<file path="src/rtl/mac_neuron.sv">
// mac_neuron: single neuron with a signed fixed-point multiply-accumulate.
//
// An input vector is taken on a valid/ready handshake, then one product
// vector[i]*weight[i] is accumulated per cycle. The accumulator is rescaled
// by FRAC_BITS, saturated to DATA_WIDTH and passed through the activation
// chosen by ACTIVATION ("relu", "linear" or "leaky"). Weights and the bias
// can be rewritten at run time whenever no computation is in flight.
//
// Ports:
//   clock           rising-edge clock
//   reset           asynchronous, active-high reset
//   in_valid        input vector valid
//   in_ready        high in IDLE: a vector can be accepted
//   inputs          NUM_INPUTS signed entries, entry i at [i*DATA_WIDTH +: DATA_WIDTH]
//   out_valid       out holds a result
//   out_ready       consumer takes the result
//   out             signed activated result
//   weight_write    write strobe (honoured in IDLE and DONE only)
//   weight_address  0..NUM_INPUTS-1 selects a weight, NUM_INPUTS the bias
//   weight_data     value to write
module mac_neuron #(
  parameter int    DATA_WIDTH = 16,
  parameter int    FRAC_BITS  = 8,
  parameter int    NUM_INPUTS = 16,
  parameter string ACTIVATION = "relu"
) (
  input  logic                               clock,
  input  logic                               reset,
  input  logic                               in_valid,
  output logic                               in_ready,
  input  logic [DATA_WIDTH*NUM_INPUTS-1:0]   inputs,
  output logic                               out_valid,
  input  logic                               out_ready,
  output logic [DATA_WIDTH-1:0]              out,
  input  logic                               weight_write,
  input  logic [$clog2(NUM_INPUTS+1)-1:0]    weight_address,
  input  logic [DATA_WIDTH-1:0]              weight_data
);

  localparam int ADDR_W = $clog2(NUM_INPUTS + 1);
  localparam int IDX_W  = $clog2(NUM_INPUTS);
  localparam int PROD_W = 2 * DATA_WIDTH;
  // Wide enough for NUM_INPUTS full products plus the shifted bias.
  localparam int ACC_W  = 2 * DATA_WIDTH + $clog2(NUM_INPUTS) + 1;

  localparam logic [IDX_W-1:0]  LAST_IDX  = IDX_W'(NUM_INPUTS - 1);
  localparam logic [ADDR_W-1:0] BIAS_ADDR = ADDR_W'(NUM_INPUTS);
  localparam logic [1:0] ACT_SEL = (ACTIVATION == "linear") ? 2'd1 :
                                   ((ACTIVATION == "leaky") ? 2'd2 : 2'd0);

  localparam logic signed [ACC_W-1:0] SAT_MAX =
    {{(ACC_W-DATA_WIDTH+1){1'b0}}, {(DATA_WIDTH-1){1'b1}}};
  localparam logic signed [ACC_W-1:0] SAT_MIN =
    {{(ACC_W-DATA_WIDTH+1){1'b1}}, {(DATA_WIDTH-1){1'b0}}};

  typedef enum logic [1:0] {
    ST_IDLE     = 2'd0,
    ST_MAC      = 2'd1,
    ST_ACTIVATE = 2'd2,
    ST_DONE     = 2'd3
  } state_t;

  state_t                        state_r;
  state_t                        state_s;
  logic signed [DATA_WIDTH-1:0]  vector_r  [NUM_INPUTS];
  logic signed [DATA_WIDTH-1:0]  weights_r [NUM_INPUTS];
  logic signed [DATA_WIDTH-1:0]  bias_r;
  logic signed [ACC_W-1:0]       acc_r;
  logic [IDX_W-1:0]              index_r;
  logic signed [DATA_WIDTH-1:0]  out_r;
  logic                          in_ready_r;
  logic                          out_valid_r;

  logic signed [PROD_W-1:0]      prod_s;
  logic signed [ACC_W-1:0]       prod_ext_s;
  logic signed [ACC_W-1:0]       bias_ext_s;
  logic                          wr_en_s;

  // Rescale, saturate and activate an accumulator value.
  function automatic logic signed [DATA_WIDTH-1:0] activate(
    input logic signed [ACC_W-1:0] acc
  );
    logic signed [ACC_W-1:0]      x;
    logic signed [DATA_WIDTH-1:0] sat;
    logic signed [DATA_WIDTH-1:0] res;
    x = acc >>> FRAC_BITS;
    if (x > SAT_MAX) begin
      sat = SAT_MAX[DATA_WIDTH-1:0];
    end else if (x < SAT_MIN) begin
      sat = SAT_MIN[DATA_WIDTH-1:0];
    end else begin
      sat = x[DATA_WIDTH-1:0];
    end
    case (ACT_SEL)
      2'd0:    res = sat[DATA_WIDTH-1] ? {DATA_WIDTH{1'b0}} : sat;
      2'd1:    res = sat;
      2'd2:    res = sat[DATA_WIDTH-1] ? (sat >>> 3) : sat;
      default: res = sat;
    endcase
    return res;
  endfunction

  // Current product, sign-extended operands, plus accumulator-width views.
  always_comb begin
    prod_s     = PROD_W'(vector_r[index_r]) * PROD_W'(weights_r[index_r]);
    prod_ext_s = ACC_W'(prod_s);
    bias_ext_s = ACC_W'(bias_r) <<< FRAC_BITS;
    wr_en_s    = weight_write && ((state_r == ST_IDLE) || (state_r == ST_DONE));
  end

  // Next-state logic.
  always_comb begin
    state_s = state_r;
    case (state_r)
      ST_IDLE: begin
        if (in_valid) begin
          state_s = ST_MAC;
        end else begin
          state_s = ST_IDLE;
        end
      end
      ST_MAC: begin
        if (index_r == LAST_IDX) begin
          state_s = ST_ACTIVATE;
        end else begin
          state_s = ST_MAC;
        end
      end
      ST_ACTIVATE: state_s = ST_DONE;
      ST_DONE: begin
        if (out_ready) begin
          state_s = ST_IDLE;
        end else begin
          state_s = ST_DONE;
        end
      end
      default: state_s = ST_IDLE;
    endcase
  end

  // State register.
  always_ff @(posedge clock or posedge reset) begin
    if (reset) begin
      state_r <= ST_IDLE;
    end else begin
      state_r <= state_s;
    end
  end

  // Datapath: vector capture, accumulation, result and handshake flags.
  always_ff @(posedge clock or posedge reset) begin
    if (reset) begin
      for (int i = 0; i < NUM_INPUTS; i++) begin
        vector_r[i] <= {DATA_WIDTH{1'b0}};
      end
      acc_r       <= {ACC_W{1'b0}};
      index_r     <= {IDX_W{1'b0}};
      out_r       <= {DATA_WIDTH{1'b0}};
      in_ready_r  <= 1'b1;
      out_valid_r <= 1'b0;
    end else begin
      case (state_r)
        ST_IDLE: begin
          if (in_valid) begin
            for (int i = 0; i < NUM_INPUTS; i++) begin
              vector_r[i] <= inputs[i*DATA_WIDTH +: DATA_WIDTH];
            end
            // bias_r is the pre-write value even if a write lands this edge.
            acc_r   <= bias_ext_s;
            index_r <= {IDX_W{1'b0}};
          end
        end
        ST_MAC: begin
          acc_r   <= acc_r + prod_ext_s;
          index_r <= index_r + IDX_W'(1);
        end
        ST_ACTIVATE: out_r <= activate(acc_r);
        ST_DONE: begin
        end
        default: begin
        end
      endcase
      in_ready_r  <= (state_s == ST_IDLE);
      out_valid_r <= (state_s == ST_DONE);
    end
  end

  // Weight and bias storage; writes only land while no computation runs.
  always_ff @(posedge clock or posedge reset) begin
    if (reset) begin
      for (int i = 0; i < NUM_INPUTS; i++) begin
        weights_r[i] <= {DATA_WIDTH{1'b0}};
      end
      bias_r <= {DATA_WIDTH{1'b0}};
    end else if (wr_en_s) begin
      for (int i = 0; i < NUM_INPUTS; i++) begin
        if (weight_address == ADDR_W'(i)) begin
          weights_r[i] <= weight_data;
        end
      end
      if (weight_address == BIAS_ADDR) begin
        bias_r <= weight_data;
      end
    end
  end

  assign in_ready  = in_ready_r;
  assign out_valid = out_valid_r;
  assign out       = out_r;

endmodule
</file>
<file path="config.mk">
export PLATFORM = sky130hd
export DESIGN_NAME = mac_neuron
export DESIGN_NICKNAME = d
export VERILOG_FILES = /design/src/rtl/mac_neuron.sv
export SDC_FILE = /design/constraint.sdc
export NUM_CORES = 2
export LEC_CHECK = 0
export ABC_AREA = 1
export CAP_MARGIN = 30
export CORE_MARGIN = 3
export CORE_UTILIZATION = 60
export DETAILED_ROUTE_END_ITERATION = 6
export PLACE_DENSITY = 0.85
export SLEW_MARGIN = 15
export SYNTH_ARGS = -nofsm -noshare
export SYNTH_HDL_FRONTEND = slang
export SYNTH_SLANG_ARGS = --single-unit
export TNS_END_PERCENT = 5
</file>
<file path="constraint.sdc">
create_clock -name clock -period 29.6 [get_ports clock]
set_input_delay 5.92 -clock clock [delete_from_list [all_inputs] [get_ports clock]]
set_output_delay 5.92 -clock clock [all_outputs]
set_load 0.005 [all_outputs]
</file>
### Word level (Yosys, flattened, before mapping)

Index checks and enable logic that the tools add are counted.

* register bits after elaboration: 589
* input bits: 282
* output and inout port bits: 18
* logic and storage cells: 111

* $add $sub $neg: 2
* $mul: 1
* order comparisons: 3
* eq/ne operators: 22
* mux-type cells: 18
* bitwise logic cells: 1
* reduce and logical (&&, ||, !) cells: 25

Operators with widths (count)
* $bmux 16 s4: 2
* $mux 16: 7
* $pmux 37 s2: 1
* $eq 5x4->1 const B: 8
* $reduce_and 2->1: 19
* $add 37x32->37: 1
* $mux 37: 1
* $mul 16x16->32: 1
* $gt 29x16->1 const B: 1
* $lt 29x16->1 const B: 1
* $eq 5x3->1 const B: 4
* $mux 15: 1
* $eq 5x2->1 const B: 2
* $pmux 2 s4: 1
* $pmux 4 s2: 1
* $eq 2x2->1 const B: 3
* $eq 5x1->1 const B: 1
* $eq 5x5->1 const B: 1
* $ge 5x5->1 const B: 1
* $logic_not 5->1: 1
* $not 4->5: 1
* $add 4x1->4 const B: 1
* $eq 4x4->1 const B: 1
* $logic_not 2->1: 2
* 8 further kinds: 9

### Depth between registers and ports, before layout

* depth in word-level cells: 7
* mapped depth: 40
* gate-level depth less buffers: 37

### Least setup slack after synthesis

OpenSTA, ideal clock, no wires.

* kind: input-to-reg
* start: in in_valid
* end: reg vector_r[10] in the netlist's numbering
* setup time: 0.125 ns
* data arrival time: 6.959 ns
* data required time: 29.475 ns
* slack: 22.516 ns
* stages on the path: 4
* buffers on the path: 2
* path through: nand2_1 clkbuf_1 buf_2 mux2_2

* longest elaborated chain between the ends: 1

RTL lines
* start: declaration: line 29 `input logic in_valid,`
* $reduce_and 2->1 (no source line)
* end signal: indexed assignment: line 154 `vector_r[i] <= {DATA_WIDTH{1'b0}};`
* end signal: indexed assignment: line 166 `vector_r[i] <= inputs[i*DATA_WIDTH +: DATA_WIDTH];`
* end: declaration: line 65 `logic signed [DATA_WIDTH-1:0] vector_r [NUM_INPUTS];`

Every way passes these cells.
A chain may end at the register's enable or synchronous reset.

### Worst setup path after layout

* start: reg index_r[0]
* end: reg acc_r[36]

* longest elaborated chain between the ends: 7
* elaborated cells between the ends (all ways): 10
* those cells by class: add/sub (1); mul (1); mux (7); bitwise (1)

RTL lines
* start: declaration: line 69 `logic [IDX_W-1:0] index_r;`
* start signal: assignment: line 157 `index_r <= {IDX_W{1'b0}};`
* start signal: assignment: line 170 `index_r <= {IDX_W{1'b0}};`
* start signal: assignment: line 175 `index_r <= index_r + IDX_W'(1);`
* $not 4->5 (implied by the code) *: line 105 `prod_s = PROD_W'(vector_r[index_r]) * PROD_W'(weights_r[index_r]);`
* $bmux 16 s4: line 105
* $mux 16 (implied by the code) (2 in series): line 105
* $mul 16x16->32 *: line 105
* $add 37x32->37 *: line 174 `acc_r <= acc_r + prod_ext_s;`
* $pmux 37 s2 *: line 162 `case (state_r)`
* end signal: assignment: line 156 `acc_r <= {ACC_W{1'b0}};`
* end signal: assignment: line 169 `acc_r <= bias_ext_s;`
* end signal: assignment: line 174
* end: declaration: line 68 `logic signed [ACC_W-1:0] acc_r;`

Mark *: on every way between the ends. The rest lies on a longest branch, timed or not. The select of a mux whose other input is x is not followed.

==> impl_metrics.env <==
export IMPL_outcome="finished, final reports clean"
export IMPL_synth_seq_area_share_pct=37.6
export IMPL_rr_worst_depth=29
export IMPL_setup_violations=0
export IMPL_ys_ff_latch=588
export IMPL_r2r_end="acc_r[36]$_DFFE_PP0P_"
export IMPL_tightest_slew_ns=0.993
export IMPL_routedWlPerCell_um=21.3
export IMPL_clk_pin_slew_ns=0.06
export IMPL_synth_most_common_cell="nand2_1"
export IMPL_rows=93
export IMPL_root_buffer="clkbuf_16"
export IMPL_finalClockSkew_ns=0.0242
export IMPL_synth_edff_count=0
export IMPL_syn_area_um2=39200
export IMPL_rsz0062_at_grt="no"
export IMPL_gr_total_overflow=0
export IMPL_finalSetupTns_ns=0
export IMPL_rr_startpoint="index_r[0]$_DFFE_PP0P_"
export IMPL_grt_max_degree=169
export IMPL_syn_num_nets=5086
export IMPL_min_from="weights_r[40]$_DFFE_PP0P_"
export IMPL_clk_latency_ns=0.65
export IMPL_place_area_um2=42500
export IMPL_timing_final_crit_share_pct=32.7
export IMPL_busiest_layer="met2"
export IMPL_worst_ep_arrival_time_ns=10.21
export IMPL_grt_pass1_wl_um=180000
export IMPL_antenna_found_initial=18
export IMPL_hold_viol_final=0
export IMPL_portBuffers=298
export IMPL_die_y_um=262
export IMPL_cts_resized_gates=0
export IMPL_slew_headroom_pct=33.8
export IMPL_drc=0
export IMPL_fp_dieW_um=262
export IMPL_area_growth_pct=13.9
export IMPL_dp_hpwl_um=81600
export IMPL_initial_core_util_pct=60.8
export IMPL_yosysTopAreaCellShare_pct=37.5
export IMPL_cp_start_kind="flip-flop"
export IMPL_cpMostUsedCell="fa_1"
export IMPL_fmax_mhz=103
export IMPL_cts_setup_buffers=0
export IMPL_nets=5243
export IMPL_cts_buffers=60
export IMPL_place_gp_congestion=1.01
export IMPL_routed_via_count=32559
export IMPL_hold_depth=2
export IMPL_layout_drive_gt1_share_pct=9.55
export IMPL_drtIter0Drc=3621
export IMPL_slowest_delay_ns=0.89
export IMPL_worst_setup_path_type="reg -> reg"
export IMPL_use_met2_pct=53.9
export IMPL_crit_slowest_cell="fa_1"
export IMPL_holdPathEnd="weights_r[40]$_DFFE_PP0P_"
export IMPL_grt_usage_pct=34.0
export IMPL_slew_violations=0
export IMPL_yosys_area_top_type="dfrtp_1"
export IMPL_synth_ff_type="dfrtp_1"
export IMPL_holdCritPathClass="reg -> reg"
export IMPL_cts_sinks=588
export IMPL_die_area_um2=68400
export IMPL_core_region_area_um2=64500
export IMPL_gr_usage_met3_pct=9.76
export IMPL_cts_tree="done"
export IMPL_final_antenna_net_count=0
export IMPL_drt_wl_total_um=116000
export IMPL_use_met1_pct=43.8
export IMPL_period_minus_slack_ns=9.69
export IMPL_avgSynthCellArea_um2=8.96
export IMPL_cp_max_fo=124
export IMPL_dr_pass1_iters=6
export IMPL_grt_pass1_vias=32750
export IMPL_cts_max_path_buffers=3
export IMPL_crit_required_ns=30.12
export IMPL_maxCapViolCount=0
export IMPL_yosys_warnings=0
export IMPL_final_util_pct=69.2
export IMPL_synth_area_leaders="dfrtp_1 (37%), fa_1 (16%), nand2_1 (8.2%)"
export IMPL_synthTopCellsByCount="nand2_1 (855), inv_1 (637), dfrtp_1 (587)"
export IMPL_worst_setup_path_end_kind="flip-flop"
export IMPL_hold_buffers=0
export IMPL_final_area_um2=44600
export IMPL_r2r_setup_slack_ns=19.91
export IMPL_synth_cell_types=44
export IMPL_io_pins=300
export IMPL_synth_cells=4372
export IMPL_async_reset_ff_share_pct=100
export IMPL_h_tree_depth=2
export IMPL_viasPerCell=5.98
[cell families (layout without fill, tap and decap cells)]
| kind of cell | after synthesis | in the layout | share of synthesized area (%) |
|---|---|---|---|
| AOI/OAI and AO/OA | 837 | 837 | 11.7 |
| xor gates and xnor gates | 12 | 12 | 0.268 |
| adders and majority gates | 432 | 432 | 19.9 |
| buffers and inverters | 892 | 1097 | 9.71 |
| DFF | 588 | 588 | 37.6 |
| muxes | 227 | 227 | 6.53 |
| other | 1 | 16 | 0.00957 |
| and+or+nand+nor | 1383 | 1383 | 14.3 |
[metal layers]
metal	share of wire, %	vias to the layer above
met1	37	16019
met5	0.065	-
met3	11	366
li1	-	14213
met2	47	1949
met4	4.8	12
[layout by cell type (no fill, tap or decap), drive strengths merged, types with 5 or more instances in the layout]
cell,instances
xor2,9
nor3,9
diode,15
nand3,129
nand4,6
nor2,366
buf,46
inv,644
clkbuf,82
o21bai,11
o221ai,49
bufinv,6
nand2,861
nand3b,5
a21oi,131
ha,114
mux2,227
clkinv,18
o21ai,558
a22o,5
clkdlybuf4s50,298
o211ai,12
o22ai,58
dfrtp,587
fa,318
[registers in the layout (all words and copies together), names as in the netlist]
name       count
acc_r         37
weights_r    256
index_r        4
in_ready       1
out_valid      1
out           15
bias_r        16
vector_r     256
state_r        2
[area by class of cell]
cell class | instances | area [µm²]
Clock inverter | 28 | 338
Antenna cell | 15 | 37.5
Fill cell | 4650 | 19900
Timing Repair Buffer | 344 | 3650
Tap cell | 855 | 1070
Sequential cell | 588 | 14700
Inverter | 643 | 2430
Multi-Input combinational cell | 2892 | 20700
Clock buffer | 82 | 1690
[worst max-delay path by stage]
stage                           start                    end  slack (ns)
4_1_cts        index_r[0]$_DFFE_PP0P_  acc_r[36]$_DFFE_PP0P_       20.06
5_1_grt        index_r[0]$_DFFE_PP0P_  acc_r[35]$_DFFE_PP0P_       19.32
2_1_floorplan                   reset   acc_r[0]$_DFFE_PP0P_        7.23
3_3_place_gp                 in_valid  acc_r[24]$_DFFE_PP0P_       19.95
6_report       index_r[0]$_DFFE_PP0P_  acc_r[36]$_DFFE_PP0P_       19.91
3_5_place_dp   index_r[0]$_DFFE_PP0P_  acc_r[36]$_DFFE_PP0P_       20.10
[worst max-delay path, delay by kind of cell (launching register included)]
family | cells | cell delay, ns
buffers and inverters | 8 | 2.55
flip-flops | 1 | 0.73
adder cells (fa/ha/maj) | 7 | 4.16
AND/OR/NAND/NOR | 12 | 1.65
AO/OA/AOI/OAI | 2 | 0.42
[stage by stage]
stage | hold slack, ns | setup WS [ns] | cells
after floorplan | 0.448 | 7.23 | 4372
after global placement | 0.461 | 19.95 | 5298
after detailed placement | 0.468 | 20.10 | 5319
after CTS | 0.483 | 20.06 | 5429
after global routing | 0.503 | 19.32 | 5439
final | 0.483 | 19.91 | 5447
Power is not shown: default switching activity piles up to over one toggle a cycle in this logic, so the estimate is an artifact.
